===== src/rtl/viking_mem_port.sv =====
// Video fetch port: one 4-beat SDRAM burst per bus slot, assembled to 64 bits.
// Optional overrun counter enabled by defining VIKING_OVR_COUNT_EN.
module viking_mem_port (
  input  logic        pclk,
  input  logic        reset_n,
  input  logic        bus_sync,
  input  logic        vid_read,
  input  logic [22:0] vid_addr,
  output logic [63:0] vid_data,
  output logic        ram_req,
  output logic [22:0] ram_addr,
  input  logic        ram_ack,
  input  logic        ram_dvalid,
  input  logic [15:0] ram_dq,
  output logic        overrun,
  output logic [7:0]  ovr_cnt
);

  localparam logic [1:0] IDLE = 2'd0;
  localparam logic [1:0] REQ  = 2'd1;
  localparam logic [1:0] DATA = 2'd2;

  logic [1:0]  state;
  logic [1:0]  beat;
  logic [47:0] asm_q;
  logic        sync_q;
  logic        slot;
  logic        last_beat;
  logic        ovr_evt;

  // Slot edge, final-beat and overrun-event decode
  always_comb begin
    slot      = bus_sync & ~sync_q;
    last_beat = 1'b0;
    ovr_evt   = 1'b0;
    if (state == DATA)
      last_beat = ram_dvalid & (beat == 2'd3);
    if (slot) begin
      unique case (1'b1)
        state == REQ:  ovr_evt = 1'b1;
        state == DATA: ovr_evt = ~last_beat;
        default:       ovr_evt = 1'b0;
      endcase
    end
  end

  // Previous bus_sync level for edge detection
  always_ff @(posedge pclk or negedge reset_n) begin
    if (!reset_n)
      sync_q <= 1'b0;
    else
      sync_q <= bus_sync;
  end

  // Burst FSM: request, handshake, beat assembly and delivery
  always_ff @(posedge pclk or negedge reset_n) begin
    if (!reset_n) begin
      state    <= IDLE;
      ram_req  <= 1'b0;
      ram_addr <= 23'd0;
      beat     <= 2'd0;
      asm_q    <= 48'd0;
      vid_data <= 64'd0;
    end else begin
      unique case (state)
        IDLE: begin
          if (slot && vid_read) begin
            ram_addr <= vid_addr;
            ram_req  <= 1'b1;
            state    <= REQ;
          end
        end
        REQ: begin
          if (ram_ack) begin
            ram_req <= 1'b0;
            beat    <= 2'd0;
            state   <= DATA;
          end
        end
        DATA: begin
          if (ram_dvalid) begin
            beat <= beat + 2'd1;
            unique case (beat)
              2'd0: asm_q[15:0]  <= ram_dq;
              2'd1: asm_q[31:16] <= ram_dq;
              2'd2: asm_q[47:32] <= ram_dq;
              default: begin
                vid_data <= {ram_dq, asm_q};
                state    <= IDLE;
              end
            endcase
          end
        end
        default: begin
          state   <= IDLE;
          ram_req <= 1'b0;
        end
      endcase
    end
  end

  // Sticky overrun flag, cleared only by reset
  always_ff @(posedge pclk or negedge reset_n) begin
    if (!reset_n)
      overrun <= 1'b0;
    else if (ovr_evt)
      overrun <= 1'b1;
  end

`ifdef VIKING_OVR_COUNT_EN
  logic [7:0] cnt_q;

  // Saturating count of overrun events
  always_ff @(posedge pclk or negedge reset_n) begin
    if (!reset_n)
      cnt_q <= 8'd0;
    else if (ovr_evt && cnt_q != 8'hff)
      cnt_q <= cnt_q + 8'd1;
  end

  assign ovr_cnt = cnt_q;
`else
  assign ovr_cnt = 8'd0;
`endif

endmodule


===== config.mk =====
export PLATFORM = sky130hd
export DESIGN_NAME = viking_mem_port
export DESIGN_NICKNAME = d
export VERILOG_FILES = /design/src/rtl/viking_mem_port.sv
export SDC_FILE = /design/constraint.sdc
export NUM_CORES = 1
export LEC_CHECK = 0
export ABC_CLOCK_PERIOD_IN_PS = 1900
export BUFFER_PORTS_ARGS = -buffer_cell sky130_fd_sc_hd__buf_2
export CORE_UTILIZATION = 53
export DETAILED_ROUTE_END_ITERATION = 10
export PLACE_DENSITY = 0.92
export SYNTH_ARGS = -nofsm -noshare
export SYNTH_HDL_FRONTEND = slang
export SYNTH_SLANG_ARGS = --single-unit

===== constraint.sdc =====
create_clock -name pclk -period 1.9 [get_ports pclk]
set_input_delay 0.38 -clock pclk [delete_from_list [all_inputs] [get_ports pclk]]
set_output_delay 0.38 -clock pclk [all_outputs]
set_load 0.02 [all_outputs]

[Word level (Yosys, flattened, before mapping)]
Cells that the tools add are included.
Word-level totals
  flip-flop bits (word level): 142
  input bits: 45
  output and inout bits: 97
  word-level logic and storage cells: 53
Cells by class
  add/sub/neg operators: 1
  eq/ne operators: 9
  multiplexer cells: 14
  bitwise gates (word level): 6
  reduce and logical (&&, ||, !) cells: 13
Operators with widths (count)
  $reduce_and 3->1: 6
  $mux 2: 6
  $ne 2x2->1 const B: 4
  $eq 2x2->1 const B: 3
  $pmux 2 s3: 1
  $eq 2x1->1 const B: 2
  $logic_not 2->1: 2
  $mux 1: 4
  $not 1->1: 4
  $pmux 2 s2: 1
  $reduce_and 4->1: 1
  $pmux 1 s3: 1
  $reduce_or 3->1: 1
  $add 2x1->2 const B: 1
  $and 1x1->1: 2
  $pmux 1 s2: 1
  $reduce_and 2->1: 1
  $reduce_bool 2->1: 1
  $logic_and 1x1->1: 1

[Depth between registers and ports, before layout]
Gate-level depths: netlist of run 1.
  word-level depth: 6
  mapped depth: 6
  mapped depth without buffers: 5

[Worst setup path after synthesis of run 1]
OpenSTA, ideal clock, no wires.
  kind: register -> register
  from: reg state[0]
  to: reg asm_q[10]
  library setup time: 0.125 ns
  arrival time: 1.430 ns
  required time: 1.775 ns
  slack: 0.346 ns
  stages on the path, launching flop included: 7
  path buffers: 2
  clock period less this slack: 1.554 ns
  cell sequence: dfrtp_1 > inv_1 > ha_1 > clkbuf_8 > nand3_2 > buf_4 > mux2_2
On the way
  longest elaborated chain between the ends: 2
Ends and longest elaborated chain
  from (decl): line 23  | logic [1:0] state;
  from (signal assigned): line 58  | state <= IDLE;
  from (signal assigned): line 70  | state <= REQ;
  from (signal assigned): line 77  | state <= DATA;
  $eq 2x2->1: line 65  | unique case (state)
  $reduce_and 3->1 (no line)
  to (signal assigned): line 84  | 2'd0: asm_q[15:0] <= ram_dq;
  to (decl): line 25  | logic [47:0] asm_q;
No other way between the ends.
A chain may end at the register's enable or synchronous reset.

[Worst setup path in the final report of run 1]
  from: reg state[0]
  to: reg state[1]
On the way
  longest elaborated chain between the ends: 3
  elaborated cells between the ends (all ways): 9
  those cells by class: 6 x eq/ne; 1 x mux; 2 x reduce/logical
Ends and longest elaborated chain (line)
  $eq 2x2->1 (tied with other cells): 65
  $ne 2x2->1 (no line)
  $reduce_and 4->1 (no line)
Parallel ways exist; a longest one is shown, timed or not.

==> results.md, run 1 <==
Outcome:
- The flow ran to the end, and the final reports show no timing, DRC or antenna violations.

Logic synthesis:
- During synthesis, Yosys emitted a total of 0 warnings.
- Summing the areas of all and, or, nand and nor instances in the mapped netlist gives between 1.5 and 2% of the synthesized area.
- Summing the areas of all compound-gate instances in the mapped netlist gives approximately 1.5% of the synthesized area.
- After Yosys synthesis, XOR and XNOR cells account for 0% of the synthesized area.
- The share of synthesized area occupied by flip-flops and latches is a little under two thirds.
- In the synthesized netlist, mux cells make up 27.4% of the area.
- The dominant combinational cell family by area after synthesis is multiplexers.
- The mean cell area of the mapped netlist is roughly 17 sq um.
- The netlist area before placement is 0.00560 sq mm.
- The synthesized netlist contains 27 unique library cells.
- After synthesis the netlist holds a flip-flop and latch count of ~140.
- The instance count of the mapped netlist is between 300 and 400.
- The adder-cell share of the synthesized area is about 2%.

CTS:
- The root buffer cell chosen for the clock tree is sky130_fd_sc_hd__clkbuf_8.
- The H-tree depth is 4.
- Once the clock tree was built, the setup fixing pass inserted 0 buffers.
- The clock tree from TritonCTS is yes.
- The insertion delay to the later sink of the worst-skew pair is 520 ps.
- The number of clock sinks seen by CTS is ~140.
- After clock tree synthesis, the clock-pin slew on the worst setup and hold paths is 60 ps.
- The maximum buffer depth of the clock tree is 2.
- Clock tree synthesis inserted a total of 17 buffers.

STA:
- Summed over all failing endpoints, the final setup total negative slack is 0 ps.
- The post-route worst hold slack is about 89 ps.
- The fmax is 0.573 GHz.
- Headroom to the max-slew limit came out at between 60% and 70%.
- On the final layout, the worst clock skew is approximately 9.1 ps.
- In the finished design, the share of the clock period the worst path needs comes to between 90% and 100%.
- The final critical path time including I/O delays and setup is 1750 ps.
- Setup repair after global routing left no endpoint under its margin.
- The actual transition at the worst max-transition pin is roughly 540 ps.
- The post-layout worst setup margin is 154 ps.
- The number of failing hold endpoints at the final stage was 0.
- The number of slew-limit violations in the final report was 0.
- Setup violations remaining at the end of the flow were counted as 0.

Worst setup path:
- The delay of the slowest cell on the worst path is slightly above 400 ps.
- At the worst endpoint, the required time is ~2300 ps.
- The startpoint type of the worst setup path is a flop.
- The classification of the worst setup path is flop to flop.
- STA classifies the critical path endpoint as a flop.
- The master of the slowest instance on the critical path is sky130_fd_sc_hd__dfrtp_1.
- At the worst endpoint, the arrival time is ~2200 ps.
- The critical path goes through inv_1 > ha_2 > a21boi_1 > a211oi_1 > mux2_2.
- Of all nets on the critical path, the largest fanout is 6.

Finish:
- The number of fillers in the final layout is a little over 700.
- Cells fill around 69% of the core in the end.
- The layout-stage area growth over the synthesis result is 26.0%.
- The number of nets in the layout is about 540.
- The number of antenna repair diodes is 0.
- In the final layout, the share of cells above drive strength 1 is between 60% and 70%.
- The final non-filler cell total is approximately 640.

Power:
- The static power due to leakage is approximately 3.8 nW.
- The maximum VDD drop is around 0.0011 V.
- The power per unit of standard cell area is about 1400 mW/mm^2.

Route:
- For this block, the initial DRC count from the detailed router was 93.
- The via count is ~3300.
- For this run, the detailed router's first-pass iteration total came to 4.
- In this run the remaining antenna-violating nets after routing total 0.
- In the routed layout, each cell is associated on average with a via count of about 5.3.
- For this run, design rule violations remaining after detail routing come to 0.
- The average wire length per cell after detail routing is between 15 and 20 um.
- The total wirelength of the detailed-routed design is between 10 and 15 mm.

Placement:
- The number of buffer cells added on primary ports is between 100 and 150.
- In this run, placement finished with an instance count of ~600.
- The routability congestion estimate from global placement is 0.762.
- The HPWL after detailed placement is ~7.1 mm.
- Prior to clock tree synthesis, the placed netlist has a worst setup slack of -22.7 ps.

Global route:
- The total overflow left after global routing is 0.
- The pin count of the biggest net entering global routing is 49.
- The number of global-route vias before repair came to around 3500.
- The aggregate global-route resource usage is between 20% and 30%.
- The initial antenna violation count is 0.
- The first global-routing pass estimated around 17 mm of wire.

Die:
- The effective utilization at floorplan is a little over half.
- The area enclosed by the die boundary is 0.0110 sq mm.
- The height of the die is between 100 and 150 um.
- The die is 105 um wide.
- Pin placement for this block handled between 100 and 150 I/O pins.
- The core region is 0.0103 sq mm.
- The floorplan row count is 37.

Job:
- Across the run, the number of max-cap violations was 0.

Hold path:
- The path class of the lowest-slack min-delay path is input port to flop.
## kinds of logic after synthesis
kind of cell,after synthesis
flip-flops,142
multiplexers,136
buffers and inverters,26
AND/OR/NAND/NOR,14
AO/OA/AOI/OAI,11
adder cells (fa/ha/maj),9
other,1
## sequential cells by signal, indices dropped and copies added (netlist names)
| signal | flops |
|---|---|
| state | 2 |
| ram_addr | 23 |
| sync_q | 1 |
| vid_data | 64 |
| beat | 2 |
| asm_q | 48 |
| overrun | 1 |
| ram_req | 1 |
## synth_stat cells, drive strengths merged
library cell | count | share of area (%)
dfrtp | 142 | 63
mux2 | 136 | 27
buf | 21 | 3.1
ha | 9 | 2.0
inv | 4 | 0.27
nand3 | 4 | 0.85
a22o | 2 | 0.31
nand2 | 2 | 0.13
nand2b | 2 | 0.22
nand3b | 2 | 0.27
nor3 | 2 | 0.18
o21bai | 2 | 0.27
o32a | 2 | 0.36
a211oi | 1 | 0.13
a21boi | 1 | 0.13
a21oi | 1 | 0.089
clkbuf | 1 | 0.25
conb | 1 | 0.067
nand4b | 1 | 0.16
nor2b | 1 | 0.11
o21ai | 1 | 0.089
o22ai | 1 | 0.11
## per-layer routing
metal  track usage [%]  up-vias  routed length [um]
met3              7.36       17                 609
met4              8.15        0                 149
met5                 0        -                   0
met1              24.4     1704                4300
li1                  -     1488                   -
met2              35.6      126                5380
## stage by stage
stage          total power [mW]  area, sq um
4_1_cts                    9.84         7050
5_1_grt                    10.2         7050
3_5_place_dp               6.40         6410
6_report                   9.72         7050
2_1_floorplan              5.59         5620
3_3_place_gp               6.24         6410
## final timing paths
kind                              start           end  slack (ps)  cells after the start
setup / recovery               state[0]      state[1]         150                      5
hold reg to reg                 overrun       overrun         470                      1
setup reg to reg               state[0]      state[1]         150                      5
max in group asynchronous       reset_n   vid_data[8]         980                      3
min in group asynchronous       reset_n       beat[0]         300                      2
hold / removal             vid_addr[19]  ram_addr[19]          90                      2
## area by class of cell
cell class	count	area (sq um)	share of cell area (%)
sequential	142	3550	50.4
clock buffer	19	442	6.26
inverter	4	15.0	0.213
tap	136	170	2.41
timing repair buffer	145	830	11.8
multi-input combinational	178	1880	26.6
clock inverter	11	166	2.36
## report_power, final
group | internal (mW) | leakage (nW) | switching (mW)
clock | 2.18 | 0.292 | 1.19
combinational | 1.01 | 1.61 | 1.14
sequential | 3.79 | 1.88 | 0.409
total | 6.98 | 3.78 | 2.74
## worst max-delay path, delay by kind of cell, from the launching register on
kind,cells,cell delay [ps]
adder cells (fa/ha/maj),1,270
flip-flops,1,410
multiplexers,1,370
buffers and inverters,1,100
AO/OA/AOI/OAI,2,480
## cell usage in the layout, fill, tap and decap left out, drive strengths merged, types with 2 or more instances in the layout
cell type      n
mux2         136
clkbuf        19
clkinvlp       3
nor3           2
o32a           2
nand2          2
clkinv         4
ha             9
o21bai         2
bufinv         4
nand3b         2
dlygate4sd3    2
conb           8
inv            4
buf          143
dfrtp        142
nand2b         2
a22o           2
nand3          4
## timing repair
item | 4_1_cts | 5_1_grt
hold buffers | 2 | 0
endpoints found under the setup margin | 16 | 12
resized for setup | 2 | 1
hold endpoints to repair | 28 | 0
(Power assumes the default switching activity.)
==> inputs of run 2 (changes only) <==
==> constraint.sdc (replaced) <==
create_clock -name pclk -period 1.9 [get_ports pclk]
set_input_delay 0.285 -clock pclk [delete_from_list [all_inputs] [get_ports pclk]]
set_output_delay 0.285 -clock pclk [all_outputs]
set_load 0.02 [all_outputs]
==> run 2 against run 1 <==
Against the previous run: clock skew barely moved; sequential share of layout area shrank 1.2 points; worst hold slack got worse by 70 ps; via count down 1.0%; non-clock buffer count up 20; maximum frequency fell by 3.7%; register-to-register slack got worse by 70 ps; largest cell class unchanged.
==> results.md, run 2 (synthesized netlist as in run 1, its figures left out) <==
Outcome:
- The run finished with clean final reports.

Power:
- The combinational group share of total power is a little under a quarter.
- Across the VDD grid, the largest voltage drop is 0.00105 V.
- The switching share of power is between 20 and 30%.
- The net switching component of the power is about 2.8 mW.
- The static power due to leakage is 3.83 nW.
- The fraction of power consumed by the clock network is 33.7%.
- Internal power comes to just under 7 mW.
- The share of power burned in registers is 43.5%.
- Power spread over the standard cell area amounts to between 1000 and 1500 mW/mm^2.
- Total power for the finished layout comes to approximately 9.7 mW.

Route:
- The DRC violation total after the first TritonRoute iteration is around 100.
- The post-detailed-route via-to-cell ratio is about 5.0.
- After detailed routing, the number of remaining DRC violations is 0.
- After detailed routing, the average wire length per cell comes to ~17 um.
- The number of optimization iterations in the first detailed-route pass is 4.
- The number of routed nets with antenna violations is 0.
- The total wirelength of the detailed-routed design is between 10 and 15 mm.
- The via count is 3300.

Placement:
- Once detailed placement completed, the half-perimeter wirelength came to around 7 mm.
- The congestion estimate from routability-driven global placement came to 0.753.
- The number of buffer cells added on primary ports is approximately 130.

Die:
- The region available for standard cell placement spans about 0.010 sq mm.
- The die is ~100 um tall.
- Measured along the x axis, the die boundary spans roughly 100 um.
- The count of pins on the block boundary is 142.
- The floorplan row count is 37.
- The area enclosed by the die boundary is ~0.011 sq mm.
- The initial utilization of the core area, before any placement, comes to 54.5%.

Worst setup path:
- In this run the worst path has a maximum fanout of 12.
- For the worst setup path, the data required time is between 2000 and 2500 ps.
- For the worst setup path, the data arrival time is roughly 2200 ps.
- The worst setup path is launched from a flop.
- The worst setup path is captured at a flop.
- The classification of the worst setup path is flop to flop.

Finish:
- Compared with the post-synthesis result, the final layout area differs by 29.1%.
- In the layout the commonest cells are sky130_fd_sc_hd__dfrtp_1 (142), sky130_fd_sc_hd__buf_2 (132), sky130_fd_sc_hd__mux2_2 (131).
- Leaving out fill and tap cells, the most frequent cell in the layout is sky130_fd_sc_hd__dfrtp_1.
- vid_data holds more flip-flops than any other register.
- In the final layout, the registers with the most flip-flops are vid_data (64), asm_q (48), ram_addr (23).
- In the final layout, the share of cells above drive strength 1 is approximately three fifths.
- At the end of the flow, the number of nets in the layout was 562.
- The register with the most flip-flops in the layout has 64 of them.
- The number of antenna repair diodes is 0.

CTS:
- The clock transition at the registers of the reported paths is approximately 60 ps.
- The clock tree from TritonCTS is yes.
- The insertion delay to the later sink of the worst-skew pair is roughly 520 ps.
- The number of buffers inserted during clock tree synthesis is 17.
- The clock passes through at most 2 buffers.
- For this design, the sink count on the clock tree is 142.
- The H-tree depth is 4.
- The library cell used as clock root buffer is sky130_fd_sc_hd__clkbuf_8.

Hold path:
- The path class of the lowest-slack min-delay path is input port to flop.

Job:
- The tool flagged a number of max-cap violations equal to 0.

STA:
- The final cycle utilization of the critical path is a little over nine tenths.
- The final critical path time including I/O delays and setup is between 1500 and 2000 ps.
- The fmax is between 0.5 and 0.6 GHz.
- Setup repair after global routing left no endpoint under its margin.
- The number of slew-limit violations in the final report is 0.
- In the final timing run, aggregate negative setup slack is 0 ps.
- The final setup violation count is 0.
- The number of failing hold endpoints at the final stage is 0.
- On the final layout, the worst clock skew is ~9.1 ps.
- The actual transition at the worst max-transition pin is roughly 530 ps.
- Measured against its own limit, the worst slew margin works out to between 60% and 70%.

Global route:
- Summed over all layers, the global routing overflow is 0.
- The aggregate global-route resource usage is about 22%.
- The initial antenna violation count is 0.
- The first-pass GRT wire length is 18.2 mm.
- The number of global-route vias before repair is 3582.
- The pin count of the biggest net entering global routing is 58.
==> run 2: worst paths after layout <==
check / startpoint / end / slack (ps) / cells after the start
setup / recovery: state[0] / asm_q[26] / 90 / 5
hold / removal: vid_addr[10] / ram_addr[10] / 20 / 2
setup reg to reg: state[0] / asm_q[26] / 90 / 5
hold reg to reg: overrun / overrun / 470 / 1
max in group asynchronous: reset_n / vid_data[21] / 1000 / 3
min in group asynchronous: reset_n / vid_data[37] / 260 / 2
==> run 2: repair_timing <==
item                       4_1_cts  5_1_grt
hold buffers                    23        0
hold endpoints to repair        68        0
setup endpoints to repair        0       17
buffers inserted                 0        0
resized for setup                0        3
==> run 2: per-stage QoR <==
step	utilization (%)	hold WS (ps)	area [sq um]	std cells	setup WS (ps)
finish	70.3	19.5	7220	657	86.9
global route	70.3	6.14	7220	657	1.67
CTS	70.2	5.30	7210	657	9.20
detailed placement	62.2	247	6390	602	27.1
global placement	62.2	242	6390	602	108
floorplan	-	-10.6	5620	346	346
==> run 2: routing by layer <==
layer  wire [um]  track usage (%)
met2        5480             35.8
met4         130             7.75
met5           0                0
met1        4740             26.5
met3         630             6.92
==> run 2: cell type report <==
| type | instances | area, sq um |
|---|---|---|
| tap | 136 | 170 |
| multi-input combinational | 178 | 1880 |
| clock buffer | 19 | 422 |
| clock inverter | 13 | 166 |
| fill | 707 | 3050 |
| inverter | 4 | 15.0 |
| timing repair buffer | 165 | 1020 |
| sequential | 142 | 3550 |
==> run 2: critical path: stages, from the launching register on <==
cell	delay, ps
sky130_fd_sc_hd__dfrtp_1	410
sky130_fd_sc_hd__inv_1	110
sky130_fd_sc_hd__ha_1	390
sky130_fd_sc_hd__nand3_2	260
sky130_fd_sc_hd__buf_12	230
sky130_fd_sc_hd__mux2_2	280
==> run 2: power groups by stage <==
stage	sequential, mW	clock [mW]	combinational (mW)
finish	4.21	3.27	2.20
global route	4.31	3.46	2.37
CTS	4.21	3.31	2.19
detailed placement	4.24	0	2.14
global placement	4.18	0	2.05
floorplan	4.63	0	0.958
==> inputs of run 3 (changes only) <==
Settings changed: CORE_ASPECT_RATIO set to 0.6.
==> run 3 against run 2 <==
Against the previous run: combinational power down 2%; wire length down 0.23%; via count up 0.52%; clock skew down 2.8 ps; design area down 2.7%; setup slack better by 20 ps; core utilization down 0.40 points; register-to-register slack better by 20 ps; global-route usage down 0.11 points; critical path depth unchanged; critical endpoint is now vid_data[46].
==> results.md, run 3 (synthesized netlist as in run 1, its figures left out) <==
Outcome:
- The flow ran to the end, and the final reports show no timing, DRC or antenna violations.

CTS:
- TritonCTS built the clock tree.
- The tree is rooted in a sky130_fd_sc_hd__clkbuf_16.
- Counting the buffers created by CTS gives 17.
- Clock tree synthesis found a total of about 140 sinks.
- The clock transition at the registers of the reported paths is roughly 60 ps.
- The maximum buffer depth of the clock tree is 2.
- The post-CTS setup buffer count is 0.
- The insertion delay to the later sink of the worst-skew pair is about 400 ps.
- The H-tree depth is 4.

Power:
- IR analysis of the VDD net gives a maximum drop of roughly 0.0011 V.
- The power per unit of standard cell area is roughly 1400 mW/mm^2.
- The static power due to leakage is 3.77 nW.

Placement:
- Detailed placement ended at an HPWL of between 7 and 8 mm.
- Port buffering added 133 buffers.
- The placed instances occupy a cell area of between 0.006 and 0.007 sq mm.
- At the end of routability-driven placement, the weighted congestion stood at approximately 0.77.
- Timing analysis after detailed placement gives a worst setup slack of -70.5 ps.

STA:
- The number of failing hold endpoints at the final stage was 0.
- The final setup violation count is 0.
- Hold timing on the final database bottoms out at a slack of approximately 37 ps.
- The final cycle utilization of the critical path is around 94%.
- The number of slew-limit violations in the final report was 0.
- Derived from the worst setup path, the maximum achievable clock frequency is 0.558 GHz.
- Setup repair after global routing left no endpoint under its margin.
- On the final layout, the worst clock skew is ~6.3 ps.
- Once routing completed, OpenROAD measured the worst setup slack at between 100 and 150 ps.
- The final critical path time including I/O delays and setup is between 1500 and 2000 ps.

Finish:
- The number of flip-flops under the largest register name is 64.
- The finished cells cover roughly 0.007 sq mm.
- The number of antenna repair diodes is 0.
- The largest registers in the layout are vid_data (64), asm_q (48), ram_addr (23).
- The number of nets in the layout is 542.
- The top cell types in the final layout, fill and taps aside, are sky130_fd_sc_hd__dfrtp_1 (142), sky130_fd_sc_hd__buf_2 (132), sky130_fd_sc_hd__mux2_2 (131).
- Leaving out fill and tap cells, the most frequent cell in the layout is sky130_fd_sc_hd__dfrtp_1.
- The register bank with the most flops is vid_data.
- The number of fillers in the final layout is 657.
- The ratio of cells with drive above 1 in the final layout is around 62%.
- Cells fill roughly 70% of the core in the end.
- Compared with the post-synthesis result, the final layout area differs by 25.6%.

Global route:
- The first global-routing pass estimated 17.7 mm of wire.
- The number of global-route vias before repair is 3500.
- Global routing finished with a remaining overflow of 0.
- Entering global routing, the biggest net connects 44 pins.
- The initial antenna violation count is 0.
- Global routing used around 21% of the available tracks.

Die:
- The floorplan has 28 rows.
- The area of the core is between 0.01 and 0.015 sq mm.
- The area enclosed by the die boundary is 0.0110 sq mm.
- In this run the vertical extent of the chip is approximately 82 um.
- The floorplan step set the die width to around 130 um.
- Once the floorplan was initialized, standard cells occupied a little under three fifths of the core.
- The count of pins on the block boundary is about 140.

Route:
- The average wire length per cell after detail routing is roughly 17 um.
- The number of routed nets with antenna violations is 0.
- The number of optimization iterations in the first detailed-route pass is 4.
- Summed over all layers, the routed wires come to around 11 mm.
- The post-detailed-route via-to-cell ratio is approximately 5.2.
- For this run, design rule violations remaining after detail routing come to 0.
- The DRC violation total after the first TritonRoute iteration is ~100.
- The routed layout has between 3000 and 4000 vias.

Worst setup path:
- The logic depth of the worst register-to-register path is 5.
- The family with the most delay on the worst path is flip-flops.
- Together, buffers and inverters on the worst path number 2.
- The classification of the worst setup path is flop to flop.
- The required time of the critical path is about 2200 ps.
- Across all register-to-register paths, the minimum setup slack is ~110 ps.
- The slowest stage of the critical path is the sky130_fd_sc_hd__dfrtp_1 cell.
- The delay of the slowest cell on the worst path is 410 ps.
- Traced cell by cell, the critical path runs through inv_1 > ha_1 > nand3_4 > buf_12 > mux2_1.
- In this run the critical register-to-register path is launched from state[0].
- The worst setup path is captured at a flop.
- Of all nets on the critical path, the largest fanout is 30.
- STA classifies the critical path startpoint as a flop.
- STA puts the critical path data arrival time at about 2100 ps.
- The endpoint identified for the worst register-to-register timing path is vid_data[46].

Hold path:
- The worst hold path begins at bus_sync.
- Along the worst hold path, the cell count comes to 1.
- The worst-case hold path end point is sync_q.
- The tightest min-delay check is of the input port to flop type.

Job:
- The tool flagged a number of max-cap violations equal to 0.
-- run 3: worst max path at each step --
stage | startpoint | to | slack (ps) | depth (start not counted)
2_1_floorplan | state[0] | asm_q[10] | 350 | 6
3_3_place_gp | state[0] | asm_q[27] | 30 | 5
3_5_place_dp | state[0] | asm_q[8] | -70 | 5
4_1_cts | state[0] | asm_q[10] | 110 | 5
5_1_grt | state[0] | vid_data[46] | 10 | 5
6_report | state[0] | vid_data[46] | 110 | 5
-- run 3: metrics by stage --
stage	power, mW	std cells	TNS, ps
2_1_floorplan	5.59	346	0
3_3_place_gp	6.26	603	0
5_1_grt	9.95	636	0
3_5_place_dp	6.41	603	-1550
6_report	9.52	636	0
4_1_cts	9.61	636	0
-- run 3: area by class of cell --
type                    count  area [sq um]  area share (%)
clock buffers              22           484            6.89
clock inverters            10          86.3            1.23
inverters                   4          15.0           0.214
multi-input cells         178          1880            26.8
flip-flops and latches    142          3550            50.6
well taps                 135           169            2.40
repair buffers            145           840            11.9
-- run 3: per-layer routing --
layer | GRT usage (%) | up-vias | wire, um
li1 | - | 1495 | -
met2 | 35.8 | 115 | 5140
met3 | 5.86 | 14 | 622
met4 | 7.75 | 0 | 143
met5 | 0 | - | 0
met1 | 27.3 | 1693 | 5050
-- run 3: report_power, final --
part | switching (mW) | internal (mW) | total (mW)
logic | 1.15 | 1.01 | 2.16
clock network | 1.21 | 1.93 | 3.14
registers | 0.418 | 3.80 | 4.21
-- run 3: repair_timing --
action                                  4_1_cts  5_1_grt
gates resized for setup                       2        0
endpoints found under the setup margin       32        0
endpoints found under the hold margin        39        0
hold buffers                                  1        0
